[config.mk]
export PLATFORM = sky130hd
export DESIGN_NAME = rr_arbiter_4
export DESIGN_NICKNAME = d
export VERILOG_FILES = /design/src/rtl/rr_arbiter_4.sv
export SDC_FILE = /design/constraint.sdc
export NUM_CORES = 1
export LEC_CHECK = 0
export ABC_AREA = 1
export CORE_MARGIN = 2
export CORE_UTILIZATION = 58
export DETAILED_ROUTE_END_ITERATION = 10
export GPL_TIMING_DRIVEN = 0
export PLACE_DENSITY = 0.84
export SLEW_MARGIN = 20
export SYNTH_ARGS = -nofsm -noshare
export SYNTH_HDL_FRONTEND = slang
export SYNTH_SLANG_ARGS = --single-unit
export TNS_END_PERCENT = 1
[constraint.sdc]
create_clock -name clk -period 2.85 [get_ports clk]
set_input_delay 0.4275 -clock clk [delete_from_list [all_inputs] [get_ports clk]]
set_output_delay 0.4275 -clock clk [all_outputs]
set_load 0.005 [all_outputs]
[src/rtl/rr_arbiter_4.sv]
// Four-requester round-robin arbiter with registered one-hot and binary grants
// and a hold timeout that forces rotation once another requester is waiting.
module rr_arbiter_4 #(
  parameter int MAX_HOLD = 8,
  parameter int CNT_W    = 4
) (
  input  logic             clk,
  input  logic             rst,
  input  logic [3:0]       req,
  output logic [3:0]       gnt,
  output logic [1:0]       gnt_idx,
  output logic             gnt_vld,
  output logic [CNT_W-1:0] hold_cnt
);

  typedef enum logic {IDLE, GRANT} state_t;

  state_t     state;
  logic [1:0] ptr;
  logic [3:0] owner_oh;
  logic [3:0] others;
  logic [1:0] after_idx;
  logic [1:0] first_sel;
  logic [1:0] next_sel;
  logic       hold_limit;
  logic       handoff;

  // First set bit of r scanning p, p+1, p+2, p+3 (mod 4).
  function automatic logic [1:0] pick(input logic [3:0] r, input logic [1:0] p);
    logic [1:0] idx;
    pick = p;
    for (int k = 3; k >= 0; k--) begin
      idx = p + 2'(k);
      if (r[idx]) pick = idx;
    end
  endfunction

  function automatic logic [3:0] dec(input logic [1:0] idx);
    dec = 4'b0001 << idx;
  endfunction

  always_comb begin
    owner_oh   = dec(gnt_idx);
    others     = req & ~owner_oh;
    after_idx  = gnt_idx + 2'd1;
    first_sel  = pick(req, ptr);
    next_sel   = pick(others, after_idx);
    // Compared with >= so a competitor arriving after saturation still preempts.
    hold_limit = (MAX_HOLD != 0) && (hold_cnt >= CNT_W'(MAX_HOLD));
    handoff    = !req[gnt_idx] || (hold_limit && (|others));
  end

  always_ff @(posedge clk) begin
    if (rst) begin
      state    <= IDLE;
      ptr      <= 2'd0;
      gnt      <= 4'b0000;
      gnt_idx  <= 2'd0;
      gnt_vld  <= 1'b0;
      hold_cnt <= '0;
    end else begin
      case (state)
        IDLE: begin
          if (|req) begin
            state    <= GRANT;
            gnt_idx  <= first_sel;
            gnt_vld  <= 1'b1;
            gnt      <= dec(first_sel);
            hold_cnt <= CNT_W'(1);
          end
        end
        GRANT: begin
          if (handoff) begin
            ptr <= after_idx;
            if (|others) begin
              gnt_idx  <= next_sel;
              gnt      <= dec(next_sel);
              hold_cnt <= CNT_W'(1);
            end else begin
              state    <= IDLE;
              gnt_vld  <= 1'b0;
              gnt      <= 4'b0000;
              hold_cnt <= '0;
            end
          end else if (hold_cnt != '1) begin
            hold_cnt <= hold_cnt + CNT_W'(1);
          end
        end
        default: state <= IDLE;
      endcase
    end
  end

endmodule

-- Yosys cells after proc, flatten, opt, wreduce, memory -nomap -nowiden
Index checks and enable logic that the tools add are counted.
- bits of input ports: 6
- memories: 0
- latch bits: 0
- bits in registers: 14
- ROM bits: 0
- logic and storage cells: 93
- bits in writable memories: 0
- output and inout bits: 11
- magnitude comparators: 10
- bitwise logic cells: 3
- add/subtract/negate cells: 8
- equality and inequality tests: 6
- $mul: 0
- shifts and indexed selects: 3
- divide/modulo/power cells: 0
- reduce and logical (&&, ||, !) cells: 10
- muxes and demuxes: 47
- operators with widths (operator ; count):
    2-bit by 3-bit < comparator with 1-bit output (second input constant) ; 9
    4-bit 2-to-1 mux ; 6
    2-bit 2-to-1 mux ; 11
    1-bit binary-select mux with 2-bit select ; 9
    1-bit 2-to-1 mux ; 16
    4-bit one-hot mux with 2 select lines ; 2
    1-bit by 2-bit << shifter with 4-bit output (first input constant) ; 3
    2-bit adder (second input constant) ; 4
    4-bit OR reduction ; 2
    2-bit by 1-bit adder with 2-bit output (second input constant) ; 3
    2-bit AND reduction ; 3
    3-bit AND reduction ; 2
    4-bit by 1-bit adder with 4-bit output (second input constant) ; 1
    4-bit AND ; 1
    4-bit greater-or-equal comparator (second input constant) ; 1
    2-bit by 1-bit inequality test with 1-bit output (second input constant) ; 2
    2-bit inequality test (second input constant) ; 2
    4-bit inequality test (second input constant) ; 1
    4-bit NOT ; 1
    1-bit one-hot mux with 2 select lines ; 2
    2-bit one-hot mux with 2 select lines ; 1
    3-bit by 1-bit inequality test with 1-bit output (second input constant) ; 1
    1-bit logical AND ; 1
    1-bit logical NOT ; 1
    other kinds (2) ; 2

-- Longest topological paths before layout
- word-level depth: 13
- mapped depth: 16
- mapped depth without buffers: 16

-- Least setup slack after synthesis
Ideal clock, no wire load.
- kind: register -> register
- from: register gnt_idx[0]
- to: register gnt[1]
- path slack: 1.009 ns
- cell stages (with the launch flop): 13
- setup time: 0.117 ns
- buffers on the path: 0
- arrival: 1.724 ns
- period minus slack after synthesis: 1.841 ns
- data required time: 2.733 ns
- cell sequence: dfxtp_1 inv_2 ha_1 xor2_4 nand2_1 nand2_1 nand2_1 nand2_2 nand3_1 nand3_1 nor2_1 nor2_1 nor2_1
- elaborated cells on any way between the ends: 31
- those cells by class: 4 x add/sub; 1 x eq/ne; 2 x shift; 17 x mux; 2 x bitwise; 5 x reduce/logical
- RTL lines (element ; RTL line ; source):
    start, declared ; 11 ; output logic [1:0] gnt_idx,
    start signal, assigned ; 66 ; gnt_idx <= first_sel;
    start signal, assigned ; 76 ; gnt_idx <= next_sel;
    2-bit by 1-bit adder with 2-bit output (*) ; 45 ; after_idx = gnt_idx + 2'd1;
    net after_idx[0] ; 22 ; logic [1:0] after_idx;
    2-bit adder ; 33 ; idx = p + 2'(k);
    1-bit binary-select mux with 2-bit select ; 34 ; if (r[idx]) pick = idx;
    1-bit 2-to-1 mux (implied by the code) ; 34 ;
    2-bit 2-to-1 mux (3 in a row) ; 34 ;
    2-bit 2-to-1 mux (*) ; 34 ;
    1-bit by 2-bit << shifter with 4-bit output (*) ; 39 ; dec = 4'b0001 << idx;
    4-bit 2-to-1 mux (*) ; 75 ; if (|others) begin
    4-bit 2-to-1 mux (*) ; 73 ; if (handoff) begin
    4-bit one-hot mux with 2 select lines (*) ; 62 ; case (state)
    end signal, assigned ; 68 ; gnt <= dec(first_sel);
    end signal, assigned ; 77 ; gnt <= dec(next_sel);
    end, declared ; 10 ; output logic [3:0] gnt,
Mark *: on every way through the listed nets, which the timed path passes. The rest lies on a longest branch. The select of a mux whose other input is x is not followed.
A chain may end at the register's enable or synchronous reset.

-- Worst setup path in the final report
- from: register gnt_idx[0]
- to: register gnt[0]
The elaborated chain is that of the path after synthesis.

==> results.md <==
- WL per Instance: 10.6 µm
- I/O pins: 17
- Relative slew slack: 0.751
- Worst EP arrival: 2300 ps
- Gr ovfl total: 0
- Final Cycle Share: 0.733
- Avg Inst Size Synth: 5.73 µm²
- Setup Total Neg Slack: 0 ps
- Netlist cell types: 22
- Synth warn: 0
- Initial core utilization: 0.625
- Max-slew violation count: 0
- Clock Tree Root: clkbuf_4
- WS Path Type: flop to flop
- CTS Buf Count: 3
- HP Start: gnt_vld
- CP Depth: 11
- FF-to-FF Start: gnt_idx[0]
- Worst-Skew Late Latency: 280 ps
- Total core area: 0.00198 mm²
- Syn Nets: 228
- Final setup fails: 0
- Cell chain of the critical path: inv_2 > ha_1 > xor2_4 > nand2_1 > nand2_1 > nand2_1 > nand2_2 > nand3_1 > nand2_1 > nand3_1 > a21oi_1
- IO Port Bufs: 16
- Hold violation total from the final report: 0
- CTS tree: yes
- Delay-heaviest family, CP: simple AND/OR/NAND/NOR gates
- P&R area growth vs syn: 17.5%
- CP max-delay cell: ha_1
- Post-CTS Resized: 0
- Vias/cell: 5.18
- WP data required: 3060 ps
- Routability cong.: 0.855
- Number of synthesized register bits: 14
- Die ar.: 0.00252 mm²
- Max-Cap Viols: 0
- Worst-case reg-to-reg path depth: 11
- Via count: 1,356
- P per Cell Area: 1030 mW/mm²
- Antenna diodes: 0
- Die height: 50.2 µm
- VDD IR max: 0.000650 V
- Largest net degree at the start of global routing: 11
- Seq/Total Area, Yosys: 0.226
- Post-DRT Antenna Nets: 0
- Hold_buf cts: 0
- Leak: 0.000753 µW
- Gr usage total: 0.245
- DP HPWL: 2180 µm
- Initial antenna violation count: 0
- Cell row count: 16
- Clock transition at the registers of the reported paths: 80 ps
- Fmax: 479 MHz
- Share of cells above drive strength 1: 0.0809
- Die width: 50.2 µm
- Worst Setup SP: gnt_idx[0]
- Drt pass-1 iters: 5
- CP most frequent cell: nand2_1
- Hold Crit Class: flop to flop
- Tightest Pin Transition: 373 ps
- Status: completed
- Total setup buffers inserted after CTS: 0
- Iter 0 DRT Violations: 23
- CTS HTree Levels: 1
- Final net count: 249
- CP Capture Type: flop
- Setup Skew: 1.81 ps
- Post-Syn Area: 0.00124 mm²
- Cell depth of the worst min-delay path: 2
- Worst setup SP type: flop
- DRT Wirelength: 2770 µm
- Vias in the first global route: 1,226
- TritonCTS sink count: 14
- First-pass GRT wire length: 4980 µm
- Post-Syn Instances: 216
- Remaining DRCs: 0
- Crit path buf inv count: 1
- Clk buf depth: 2
- Post-layout util: 0.734
- CP max FO: 9
- Final worst path period need: 2090 ps
- Crit-path max cell delay: 470 ps
- Unrepaired setup endpoints after global routing: no
cell type report:
| cell class | instances | area, µm² |
|---|---|---|
| Buffer | 3 | 22.5 |
| Sequential cell | 14 | 280 |
| Multi-Input combinational cell | 164 | 805 |
| Timing Repair Buffer | 16 | 160 |
| Fill cell | 177 | 527 |
| Tap cell | 27 | 33.8 |
| Clock buffer | 3 | 22.5 |
| Inverter | 35 | 131 |
worst paths after layout:
kind / end / slack (ps)
setup reg to reg: gnt[0] / 760
setup / recovery: gnt[0] / 760
hold / removal: gnt_vld / 480
hold reg to reg: gnt_vld / 480
stage by stage:
stage	cells	power, µW	worst slack, ps	instance area (µm²)	hold WS (ps)
4_1_cts	262	1500	745	1460	481
5_1_grt	262	1680	538	1460	516
6_report	262	1500	761	1460	479
3_3_place_gp	259	1350	644	1430	461
3_5_place_dp	259	1390	568	1430	470
2_1_floorplan	216	1120	1010	1240	460
where the power goes:
group | switching, µW | internal [µW]
Combinational | 676 | 413
Clock | 63.1 | 49.0
Sequential | 49.6 | 253
Total | 789 | 715
layout by cell type (no fill, tap or decap), drive strengths merged:
master         count
nand2             80
inv               33
nand3             25
nor2              17
o21ai             17
clkdlybuf4s50     16
dfxtp             14
a21oi             13
ha                 6
clkbuf             4
nand4              2
clkinv             2
buf                2
o311ai             1
nor3               1
xor2               1
o21a               1
metal layers:
metal / GRT usage / vias to the layer above / part of all wire
li1: - / 722 / -
met1: 0.307 / 598 / 0.47
met2: 0.452 / 32 / 0.49
met3: 0.0208 / 4 / 0.030
met4: 0.0556 / 0 / 0.0098
met5: 0 / - / 0
cells by family after synthesis:
logic type	share of synthesized area
simple gates	0.429
xor+xnor	0.0222
fa+ha+maj	0.0606
compound gates	0.137
flops	0.226
buf+inv	0.124
worst reg2reg max path, cell delays in order, from the launching register on:
cell	delay, ps
dfxtp_1	450
inv_2	130
ha_1	470
xor2_4	200
nand2_1	90
nand2_1	80
nand2_1	70
nand2_2	60
nand3_1	110
nand2_1	110
nand3_1	100
a21oi_1	150
synthesized netlist by cell type:
cell type  count  area [µm²]
a21oi_1       12        60.1
a21oi_2        1        8.76
buf_4          1        7.51
buf_6          1        11.3
clkbuf_1       1        3.75
clkinv_1       2        7.51
dfxtp_1       14         280
ha_1           6        75.1
inv_1         28         105
inv_2          5        18.8
nand2_1       74         278
nand2_2        5        31.3
nand2_4        1        11.3
nand3_1       25         125
nand4_1        2        12.5
nor2_1        17        63.8
nor3_2         1        10.0
o21a_1         1        7.51
o21ai_0       15        75.1
o21ai_1        2        10.0
o311ai_0       1        8.76
xor2_4         1        27.5
state kept, by name, indices dropped and copies added, names as in the netlist:
name and count:
gnt 4, hold_cnt 4, gnt_idx 2, ptr 2, gnt_vld 1, state 1
Note: power is estimated with default switching activity, not from simulation.
